===== config.mk =====
export PLATFORM = sky130hd
export DESIGN_NAME = umi_tx_arbiter
export DESIGN_NICKNAME = d
export VERILOG_FILES = /design/src/rtl/umi_tx_arbiter.sv
export SDC_FILE = /design/constraint.sdc
export NUM_CORES = 1
export LEC_CHECK = 0
export CAP_MARGIN = 30
export CORE_AREA = 2 2 526 528
export CTS_BUF_LIST = sky130_fd_sc_hd__clkbuf_8
export CTS_CLUSTER_SIZE = 8
export DETAILED_ROUTE_END_ITERATION = 12
export DIE_AREA = 0 0 528 530
export GPL_TIMING_DRIVEN = 0
export RECOVER_POWER = 100
export SETUP_SLACK_MARGIN = 0.05
export SYNTH_ARGS = -nofsm -noshare
export SYNTH_HDL_FRONTEND = slang
export SYNTH_SLANG_ARGS = --single-unit

===== constraint.sdc =====
create_clock -name clk -period 2.9 [get_ports clk]
set_input_delay 0.58 -clock clk [delete_from_list [all_inputs] [get_ports clk]]
set_output_delay 0.58 -clock clk [all_outputs]
set_load 0.01 [all_outputs]

===== src/rtl/umi_tx_arbiter.sv =====
// rtl/umi_tx_arbiter.sv - round-robin, burst-locking arbiter feeding a one-entry registered TX flit stage
module umi_tx_arbiter #(
  parameter int N  = 4,
  parameter int DW = 256,
  localparam int CW = (N > 1) ? $clog2(N) : 1
) (
  input  logic            clk,
  input  logic            reset,
  input  logic [N*DW-1:0] in_data,
  input  logic [N-1:0]    in_last,
  input  logic [N-1:0]    in_valid,
  output logic [N-1:0]    in_ready,
  input  logic [N-1:0]    req_mask,
  output logic [DW-1:0]   out_data,
  output logic            out_last,
  output logic            out_valid,
  input  logic            out_ready,
  output logic            busy,
  output logic [CW-1:0]   cur_grant,
  output logic [31:0]     pkt_count
);

  typedef enum logic {IDLE, LOCKED} state_t;

  state_t        state, state_n;
  logic [CW-1:0] ptr, cand, sel;
  logic          cand_found, can_load, accept, sel_last;
  logic [DW-1:0] sel_data;
  logic [DW-1:0] flits [N];

  for (genvar i = 0; i < N; i++) begin : g_split
    assign flits[i] = in_data[i*DW +: DW];
  end

  assign can_load = !out_valid || out_ready;
  assign busy     = (state == LOCKED);
  assign sel_data = flits[sel];
  assign sel_last = in_last[sel];

  // First enabled, valid requester after the last burst winner.
  always_comb begin : p_search
    logic [CW-1:0] idx;
    idx        = '0;
    cand       = '0;
    cand_found = 1'b0;
    for (int k = 1; k <= N; k++) begin
      idx = CW'((int'(ptr) + k) % N);
      if (!cand_found && in_valid[idx] && req_mask[idx]) begin
        cand_found = 1'b1;
        cand       = idx;
      end
    end
  end

  // in_ready never looks at in_data/in_last; only the next state does.
  always_comb begin
    state_n  = state;
    in_ready = '0;
    accept   = 1'b0;
    sel      = cand;
    if (state == IDLE) begin
      if (cand_found && can_load) begin
        in_ready[cand] = 1'b1;
        accept         = 1'b1;
      end
    end else begin
      sel                 = cur_grant;
      in_ready[cur_grant] = can_load;
      accept              = can_load && in_valid[cur_grant];
    end
    if (accept) begin
      state_n = sel_last ? IDLE : LOCKED;
    end
  end

  always_ff @(posedge clk) begin
    if (reset) begin
      state     <= IDLE;
      ptr       <= CW'(N - 1);
      cur_grant <= '0;
      pkt_count <= '0;
      out_valid <= 1'b0;
      out_data  <= '0;
      out_last  <= 1'b0;
    end else begin
      state <= state_n;
      if (accept) begin
        out_data  <= sel_data;
        out_last  <= sel_last;
        out_valid <= 1'b1;
        cur_grant <= sel;
        if (sel_last) begin
          ptr       <= sel;
          pkt_count <= pkt_count + 32'd1;
        end
      end else if (out_ready) begin
        out_valid <= 1'b0;
      end
    end
  end

endmodule

==> results.json <==
{
  "worstPathArrival_ns": 2.27,
  "area_growth_pct": 119,
  "first_global_vias": 22400,
  "syn_area_um2": 17200,
  "drtIter0Drc": 2077,
  "cts.clk_slew.worst_paths_ns": 0.06,
  "dieArea_um2": 280000,
  "fillCellCount": 31100,
  "maxSlewViolCount": 0,
  "core_area_um2": 275000,
  "antenna_found_initial": 325,
  "powerDensity_nw_per_um2": 732,
  "start_util": 0.0625,
  "grt-ovfl-total": 0,
  "dp_hpwl_um": 218000,
  "yosys_warnings": 0,
  "drt_drc_violations_left": 0,
  "wl_per_cell_um": 35.0,
  "fp.dieH_um": 530,
  "viasPerCell": 3.36,
  "holdWs_ns": 0.325,
  "ys_ff_latch": 295,
  "skew_ns": 0.105,
  "relSlewSlack": 0.375,
  "tightest_slew_ns": 0.937,
  "synthFlopType": "dfxtp_1",
  "path_max_fanout": 5,
  "vias": 23200,
  "finalCritPeriodShare": 0.983,
  "cap_viol_max_count": 0,
  "wl_um": 242000,
  "outcome": "completed",
  "synthArstFlopShare": 0,
  "synthTopCellsByArea": "dfxtp_1, mux4_2, nand2_1",
  "crit_required_ns": 2.32,
  "hold_viol_final": 0,
  "clock-sinks": 295,
  "hp-class": "in -> reg",
  "irDropWorstVdd_v": 0.000355,
  "fin_nets": 4175,
  "finalNonFillerCells": 6902,
  "cts_hold_buf": 0,
  "setup.worst_path.class": "in -> out",
  "dp.cells": 6650,
  "cp-end-kind": "primary output",
  "routabilityCongestion": 0.972,
  "io_pins": 1336,
  "fmax_mhz": 351,
  "finalSetupViolCount": 0,
  "power_leakage_nw": 12.7,
  "grt_setup_unrepaired": "true",
  "port-buffer-count": 1334,
  "start_kind": "primary input",
  "pre_cts_ws_ns": -1.87,
  "dr.pass1.iters": 6,
  "synth_cell_types": 65,
  "layout_commonest_cell": "clkdlybuf4s50_1",
  "grt_max_degree": 13,
  "htreeDepth": 3,
  "syn_nets": 2745,
  "rows": 193,
  "detail-route-antenna-nets": 0,
  "cts_tree": "built",
  "syn_inst": 1705,
  "layout_common_cells": "clkdlybuf4s50_1, nand2_1, a21oi_1, dfxtp_1, mux4_2",
  "period_minus_slack_ns": 2.85,
  "synth-edff-count": 0,
  "die_w_um": 528,
  "setup_slack_ns": 0.0499,
  "grt_usage": 0.165,
  "avgSynthCellArea_um2": 10.1,
  "placed_area_um2": 35100,
  "insertion_delay_ns": 0.87,
  "clockBufferDepth": 4,
  "cts.root.buffer_cell": "clkbuf_8",
  "synth-seq-area-share": 0.344,
  "total_power_mw": 27.5,
  "cts_buffers": 73,
  "drive_gt1_frac": 0.172,
  "grt_pass1_wl_um": 285000,
  "yosysTopAreaCellShare": 0.344,
  "yosysTopAreaCell": "dfxtp_1",
  "final_area_um2": 37600
}
[report_power, final]
part	internal, mW	switching, mW
Clock	3.20	2.60
Sequential	5.08	0.684
Combinational	7.27	8.70
Total	15.6	12.0
[worst paths after layout]
path,start,slack (ns),cells after the start,end
hold / removal,reset,0.32,3,pkt_count[31]$_SDFFE_PP0P_
setup reg to reg,ptr[1]$_SDFFE_PP1P_,0.06,7,pkt_count[4]$_SDFFE_PP0P_
setup / recovery,in_valid[3],0.05,7,in_ready[2]
hold reg to reg,out_data[137]$_SDFFE_PP0P_,0.45,2,out_data[137]$_SDFFE_PP0P_
[through the flow]
| step | TNS, ns | util |
|---|---|---|
| floorplan | 0 | - |
| global placement | -396.08 | 0.128 |
| detailed placement | -353.88 | 0.128 |
| CTS | -0.161 | 0.135 |
| global route | -0.0868 | 0.136 |
| finish | 0 | 0.137 |
[cells by family after synthesis]
kind of cell / share of synthesized area
mux: 0.340
compound gates: 0.112
fa+ha+maj: 0.000728
xor+xnor: 0.00102
flops: 0.344
simple gates: 0.151
buf+inv: 0.0519
[state kept, by name, summed over array words and instances, names as in the netlist]
signal / cells
out_data: 256
cur_grant: 2
pkt_count: 32
ptr: 2
out_last: 1
busy: 1
out_valid: 1
[what timing repair did]
item / 4_1_cts / 5_1_grt
pin swaps: 7 / 7
resized for setup: 139 / 57
buffers inserted: 12 / 4
setup endpoints to repair: 298 / 91
gates cloned: 1 / 0
[area by class of cell]
| type | count | area (um2) | area share |
|---|---|---|---|
| diodes | 111 | 278 | 0.00739 |
| clock buffers | 88 | 1210 | 0.0322 |
| plain buffers | 156 | 1140 | 0.0303 |
| well taps | 3607 | 4510 | 0.120 |
| clock inverters | 36 | 317 | 0.00842 |
| flip-flops and latches | 295 | 5920 | 0.157 |
| repair buffers | 1355 | 13600 | 0.361 |
| inverters | 8 | 30.0 | 0.000799 |
| multi-input cells | 1246 | 10600 | 0.282 |
[synth_stat cells (3+ instances only)]
cell,number
dfxtp_1,295
and4_1,4
o21ai_0,17
buf_1,24
or4_1,7
clkbuf_1,40
nand2_1,540
buf_2,64
nor2_1,15
o22ai_1,3
and2_1,5
nand4_1,11
a21oi_1,292
nor2b_1,4
o31ai_1,5
mux4_2,257
nand3_1,10
buf_6,25
and3_1,8
or3_1,15
inv_1,8
[critical path, stage by stage]
cell and delay (ns):
clkdlybuf4s50_1 0.60, nand2_2 0.14, o221a_2 0.37, nor2_4 0.11, a21o_1 0.22, o22ai_2 0.09
buf_4 0.16
[metal layers]
layer | vias up | GRT usage | wire length [um]
li1 | 9339 | - | -
met1 | 11200 | 0.175 | 84300
met2 | 1872 | 0.251 | 104000
met3 | 640 | 0.108 | 39300
met4 | 204 | 0.0791 | 12700
met5 | - | 0 | 1340
Power figures use the tool's default switching activity.
